`src/rtl/pipe_upsize.sv`:
```
// pipe_upsize: packs RATIO consecutive IN_W-bit words from a valid/stall pipe into one wide beat
// with a lane mask and packet-last flag; a packet end flushes a partial beat early.
module pipe_upsize #(
  parameter int IN_W  = 32,
  parameter int RATIO = 4
) (
  input  logic                  clk,
  input  logic                  arst_n,
  input  logic                  i_valid,
  input  logic [IN_W-1:0]       i_data,
  input  logic                  i_last,
  output logic                  i_stall,
  output logic                  o_valid,
  output logic [IN_W*RATIO-1:0] o_data,
  output logic [RATIO-1:0]      o_mask,
  output logic                  o_last,
  input  logic                  o_stall
);
  localparam int W  = IN_W * RATIO;
  localparam int CW = $clog2(RATIO);
  localparam logic [CW-1:0] TOP = CW'(RATIO - 1);
  logic [CW-1:0]    cnt;
  logic [W-1:0]     acc;
  logic [W-1:0]     beat;
  logic [RATIO-1:0] mask;
  logic             in_xfer, out_xfer, done;
  assign i_stall  = o_valid & o_stall;
  assign in_xfer  = i_valid & ~i_stall;
  assign out_xfer = o_valid & ~o_stall;
  assign done     = in_xfer & (cnt == TOP | i_last);
  // Lanes at and above cnt in acc are always zero (cleared on every completion),
  // so OR-ing the new word into lane cnt also zero-fills the unused upper lanes.
  assign beat = acc | ({{(W-IN_W){1'b0}}, i_data} << (cnt * IN_W));
  assign mask = {RATIO{1'b1}} >> (RATIO - 1 - int'(cnt));
  always_ff @(posedge clk or negedge arst_n)
    if (!arst_n) begin
      cnt     <= '0;
      acc     <= '0;
      o_valid <= 1'b0;
      o_data  <= '0;
      o_mask  <= '0;
      o_last  <= 1'b0;
    end else if (done) begin
      o_valid <= 1'b1;
      o_data  <= beat;
      o_mask  <= mask;
      o_last  <= i_last;
      cnt     <= '0;
      acc     <= '0;
    end else begin
      if (out_xfer) o_valid <= 1'b0;
      if (in_xfer) begin
        acc[cnt*IN_W +: IN_W] <= i_data;
        cnt <= cnt + 1'b1;
      end
    end
endmodule

```
`config.mk`:
```
export PLATFORM = sky130hd
export DESIGN_NAME = pipe_upsize
export DESIGN_NICKNAME = d
export VERILOG_FILES = /design/src/rtl/pipe_upsize.sv
export SDC_FILE = /design/constraint.sdc
export NUM_CORES = 1
export LEC_CHECK = 0
export CAP_MARGIN = 20
export CORE_MARGIN = 8
export CORE_UTILIZATION = 50
export DETAILED_ROUTE_END_ITERATION = 16
export GPL_ROUTABILITY_DRIVEN = 0
export PLACE_DENSITY = 0.84
export SLEW_MARGIN = 15
export SYNTH_ARGS = -nofsm -noshare
export SYNTH_HDL_FRONTEND = slang
export SYNTH_SLANG_ARGS = --single-unit
```
`constraint.sdc`:
```
create_clock -name clk -period 5.3 [get_ports clk]
set_input_delay 1.59 -clock clk [delete_from_list [all_inputs] [get_ports clk]]
set_output_delay 1.59 -clock clk [all_outputs]
set_load 0.1 [all_outputs]
```
==> impl_metrics.ini, run 1 <==
[run_status]
status = finished, final reports clean

[timing]
finClkSkew_ns = 0.0102
fmax_ghz = 0.235
finalSetupViolCount = 0
rsz0062_at_grt = no
fin_crit_sh_pct = 80.3
worst_slew_pin_slew_ns = 1.10
setup_ws_ns = 1.04
report.final.slew_viol_count = 0
tns_ns = 0
maxSlewHeadroom_pct = 26.7
finalCriticalPeriod_ns = 4.26
hold_viol = 0
holdWs_ns = 0.473

[yosys]
synth.top_cell.area_share_pct = 59.2
syn_nets = 1112
netlist_instances = 1069
synthTopCellsByArea = dfrtp_1, o21ai_0, a21oi_1
synth_area_per_cell_um2 = 10.4
synth_xor_area_share_pct = 0
synthAdderAreaFrac_pct = 0.672
synth_largest_area_cell = dfrtp_1
ys_warn_count = 0
synth_compound_area_share_pct = 29.1
synth-seq-area-share_pct = 59.2
synth-seq-cells = 264
synth-simple-area-share_pct = 6.71
muxShareOfSynthArea_pct = 0.101
syn_area_mm2 = 0.0112
synth.distinct_cells = 27
synth_top_family_by_area = compound AO/OA/AOI/OAI gates

[setup_path]
r2r_start = cnt[1]
path_class = primary input to primary output
rr_endpoint = acc[48]
cp-end-kind = primary output
critPathLaunchType = primary input
rr_worst_depth = 7
cp_data_required_time_ns = 3.71
cp.arrival_ns = 2.67
ff2ff_setup_slack_ns = 2.15
crit_fanout = 3

[floorplanning]
fp.dieH_um = 165
placementRows = 54
start_util_pct = 51.0
core_mm2 = 0.0219
die_w_um = 165
ios = 172
die-area_mm2 = 0.0274

[placed_design]
dp_slack_ns = 1.07
dp_cells = 1431
dp_hpwl_um = 20900
io_buffers = 171

[route]
drt_iter0_markers = 1110
dr.pass1.iters = 5
routedWlPerCell_um = 22.4
route.detailed.drc = 0
final_antenna_net_count = 0
drt-total-wl_um = 33200
via_per_inst = 6.38
vias = 9460

[layout]
nets = 1222
layout_common_cells = o21ai_0, dfrtp_1, clkdlybuf4s50_1
final_util_pct = 63.7
final_common_cell = o21ai_0
syn_to_final_growth_pct = 24.9
stdcell_count = 1483
drive_gt1_share_pct = 6.59
fillerInstances = 1702

[clocking]
hold_buffers = 0
insertion_delay_ns = 0.53
clockRootBuffer = clkbuf_16
cts_setup_buffers = 0
cts_resized = 0
cts_max_path_buffers = 3
cts_tree = done
cts_buffers = 26
clkTransAtPathRegs_ns = 0.06
htree_levels = 1
cts_sinks = 264

[job]
maxCapViolCount = 0

[min_path]
hold_depth = 1
min_from = o_mask[0]
worstHoldEndpoint = o_mask[0]
hold_class = register to register

[power]
p_leak_nw = 5.82
ir_worst_vdd_uv = 230
power_density_mw_per_mm2 = 513

[global_routing]
grt_first_pass_wirelength_um = 52500
antenna_found_initial = 4
grt_overflow_total = 0
grt_pass1_vias = 9321
grt_start_max_net_pins = 126
grtUsageTotal_pct = 24.0
-- worst max-delay path by stage --
stage / slack [ns] / cells after the start / to / startpoint
5_1_grt: 1.02 / 3 / i_stall / o_stall
2_1_floorplan: 1.37 / 1 / i_stall / o_stall
3_5_place_dp: 1.07 / 3 / i_stall / o_stall
3_3_place_gp: 1.10 / 3 / i_stall / o_stall
4_1_cts: 1.06 / 3 / i_stall / o_stall
6_report: 1.04 / 3 / i_stall / o_stall
-- through the flow --
stage	instance area (um^2)	power (mW)
floorplan	11200	4.46
global placement	13000	5.19
detailed placement	13000	5.23
CTS	13900	7.18
global route	14000	7.40
finish	14000	7.16
-- synth_stat cells (all sizes together) --
library cell and n:
a21oi 166, nand2b 2, and2 33, buf 25, a32o 64, nor2 3, nor2b 33, a21o 2
nand3 1, nand4 38, nor3 2, inv 5, o21ai 299, nand2 7, ha 6, a22o 28
or4b 1, a21boi 1, and4b 1, a21bo 1, dfrtp 264, mux2 1, clkbuf 86
-- cell families (layout without fill, tap and decap cells) --
kind of cell	Yosys count	after routing
AOI/OAI and AO/OA	561	561
adders and majority gates	6	6
buffers and inverters	116	246
DFF	264	264
muxes	1	1
other	0	4
and+or+nand+nor	121	121
-- layer usage --
layer	global-route usage, %	vias up	share of wire (%)	routed length [um]
met1	33.4	4720	41	13500
met4	9.33	0	3.9	1300
met3	4.29	80	8.7	2890
met5	0	-	0	0
met2	36.9	484	47	15500
li1	-	4176	-	-
-- flip-flops by register name (all words and copies together) (netlist names) --
signal	cells
acc	128
o_data	128
o_mask	4
cnt	2
o_last	1
o_valid	1
-- worst max-delay path, stage by stage --
cell	delay (ns)
clkdlybuf4s50_1	0.58
and2_1	0.19
buf_4	0.30
-- power by group --
group          leakage [nW]  internal, mW  switching [mW]  total [mW]
Sequential             3.60          2.27           0.158        2.42
Combinational          1.76         0.579            2.20        2.78
Clock                 0.455          1.19           0.764        1.95
Total                  5.82          4.03            3.12        7.16
-- final cells by class --
class	count	area [um^2]	share of cell area (%)
antenna	4	10.0	0.0717
clock buffer	41	808	5.79
clock inverter	7	110	0.789
inverter	5	18.8	0.135
multi-input combinational	689	4140	29.6
sequential	264	6610	47.4
tap	280	350	2.51
timing repair buffer	193	1910	13.7
(Power assumes the default switching activity.)
==> run 2, diff against run 1 <==
CORE_UTILIZATION = 49   (was 50)
PLACE_DENSITY = 0.86   (was 0.84)
clock period = 3.45 ns   (was 5.3 ns; I/O delays follow)
==> impl_metrics.ini, run 2 (synthesis gave the netlist of run 1 again) <==
[setup_path]
cp_data_required_time_ns = 2.41
ff2ff_setup_slack_ns = 0.81
critPathLaunchType = primary input
path_buf_inv = 2
slowest_stage = clkdlybuf4s50_1
critical-path-top-delay-family = buffers and inverters
path_class = primary input to primary output
slowest_delay_ns = 0.56
cp-end-kind = primary output
cp.arrival_ns = 2.01
crit_fanout = 3
cp_cell_sequence = clkdlybuf4s50_1, and2_1, buf_12

[layout]
top_regs = acc: 128 flops, o_data: 128 flops, o_mask: 4 flops
syn_to_final_growth_pct = 22.3
nets = 1228
layout_common_cells = o21ai_0, dfrtp_1, a21oi_1
final_common_cell = o21ai_0
stdcell_count = 1491
drive_gt1_share_pct = 18.0

[timing]
report.final.slew_viol_count = 0
worst_slew_pin_slew_ns = 1.01
holdWs_ns = 0.475
maxSlewHeadroom_pct = 32.3
rsz0062_at_grt = no
setup_ws_ns = 0.407
hold_viol = 0
finalSetupViolCount = 0
tns_ns = 0
fmax_ghz = 0.329
finalCriticalPeriod_ns = 3.04
fin_crit_sh_pct = 88.2
finClkSkew_ns = 0.00928

[floorplanning]
start_util_pct = 49.6
die-area_mm2 = 0.0279
core_mm2 = 0.0225
ios = 172
placementRows = 55
fp.dieH_um = 167
die_w_um = 167

[clocking]
insertion_delay_ns = 0.52
clockRootBuffer = clkbuf_16
cts_tree = done
clkTransAtPathRegs_ns = 0.06
htree_levels = 1
cts_buffers = 27
cts_max_path_buffers = 3
cts_setup_buffers = 0
cts_resized = 0
cts_sinks = 264
hold_buffers = 0

[route]
route.detailed.drc = 0
dr.pass1.iters = 5
via_per_inst = 6.31
routedWlPerCell_um = 22.1
drt_iter0_markers = 980
drt-total-wl_um = 33000
final_antenna_net_count = 0
vias = 9407

[placed_design]
io_buffers = 171
dp_slack_ns = 0.406
dp_cells = 1441
dp_hpwl_um = 21500

[power]
ir_worst_vdd_uv = 440
p_leak_nw = 6.06
power_density_mw_per_mm2 = 786

[job]
maxCapViolCount = 0

[global_routing]
grt_overflow_total = 0
grt_pass1_vias = 9509
grtUsageTotal_pct = 23.1
grt_first_pass_wirelength_um = 52900
grt_start_max_net_pins = 114
antenna_found_initial = 2

[run_status]
status = finished, final reports clean

[min_path]
hold_class = primary input to asynchronous set/reset pin
[run 2: path summary, 6_finish.rpt]
check / to / depth (start not counted) / from
min in group clk: o_mask[0] / 1 / o_mask[0]
worst max-delay path: i_stall / 3 / o_stall
worst min-delay path: acc[39] / 1 / arst_n
max in group asynchronous: acc[95] / 2 / arst_n
worst max register to register: acc[64] / 6 / cnt[0]
worst min register to register: o_mask[0] / 1 / o_mask[0]
[run 2: worst reg2reg max path, delay by kind of cell (launching register included)]
kind	cells	cell delay, ns
flops	1	0.77
compound gates	1	0.23
fa+ha+maj	1	0.40
simple gates	2	0.65
buf+inv	2	0.52
[run 2: cell type report]
| class | instances | area [um^2] |
|---|---|---|
| Tap cell | 285 | 357 |
| Inverter | 5 | 18.8 |
| Sequential cell | 264 | 6610 |
| Timing Repair Buffer | 198 | 1680 |
| Antenna cell | 3 | 7.51 |
| Multi-Input combinational cell | 689 | 4140 |
| Clock buffer | 39 | 771 |
| Clock inverter | 8 | 71.3 |
| Fill cell | 1798 | 8850 |
[run 2: layer usage]
metal  up-vias  routed length (um)  global-route usage (%)
met2       454               15400                    35.3
li1       4189                   -                       -
met1      4692               13800                    31.9
met3        72                2720                    4.66
met4         0                1140                    8.89
met5         -                   0                       0
[run 2: report_power, final]
group | leakage [nW] | total, mW | internal, mW | switching, mW
registers | 3.60 | 3.72 | 3.48 | 0.236
logic | 2.05 | 4.21 | 0.798 | 3.41
clock network | 0.415 | 2.81 | 1.62 | 1.19
total | 6.06 | 10.7 | 5.90 | 4.84
[run 2: metrics by stage]
step                instance area [um^2]  util, %  power (mW)
finish                             13700     60.7        10.7
global route                       13700     60.7        11.1
CTS                                13600     60.7        10.8
detailed placement                 12800     56.9        7.98
global placement                   12800     56.9        7.92
floorplan                          11200        -        6.85
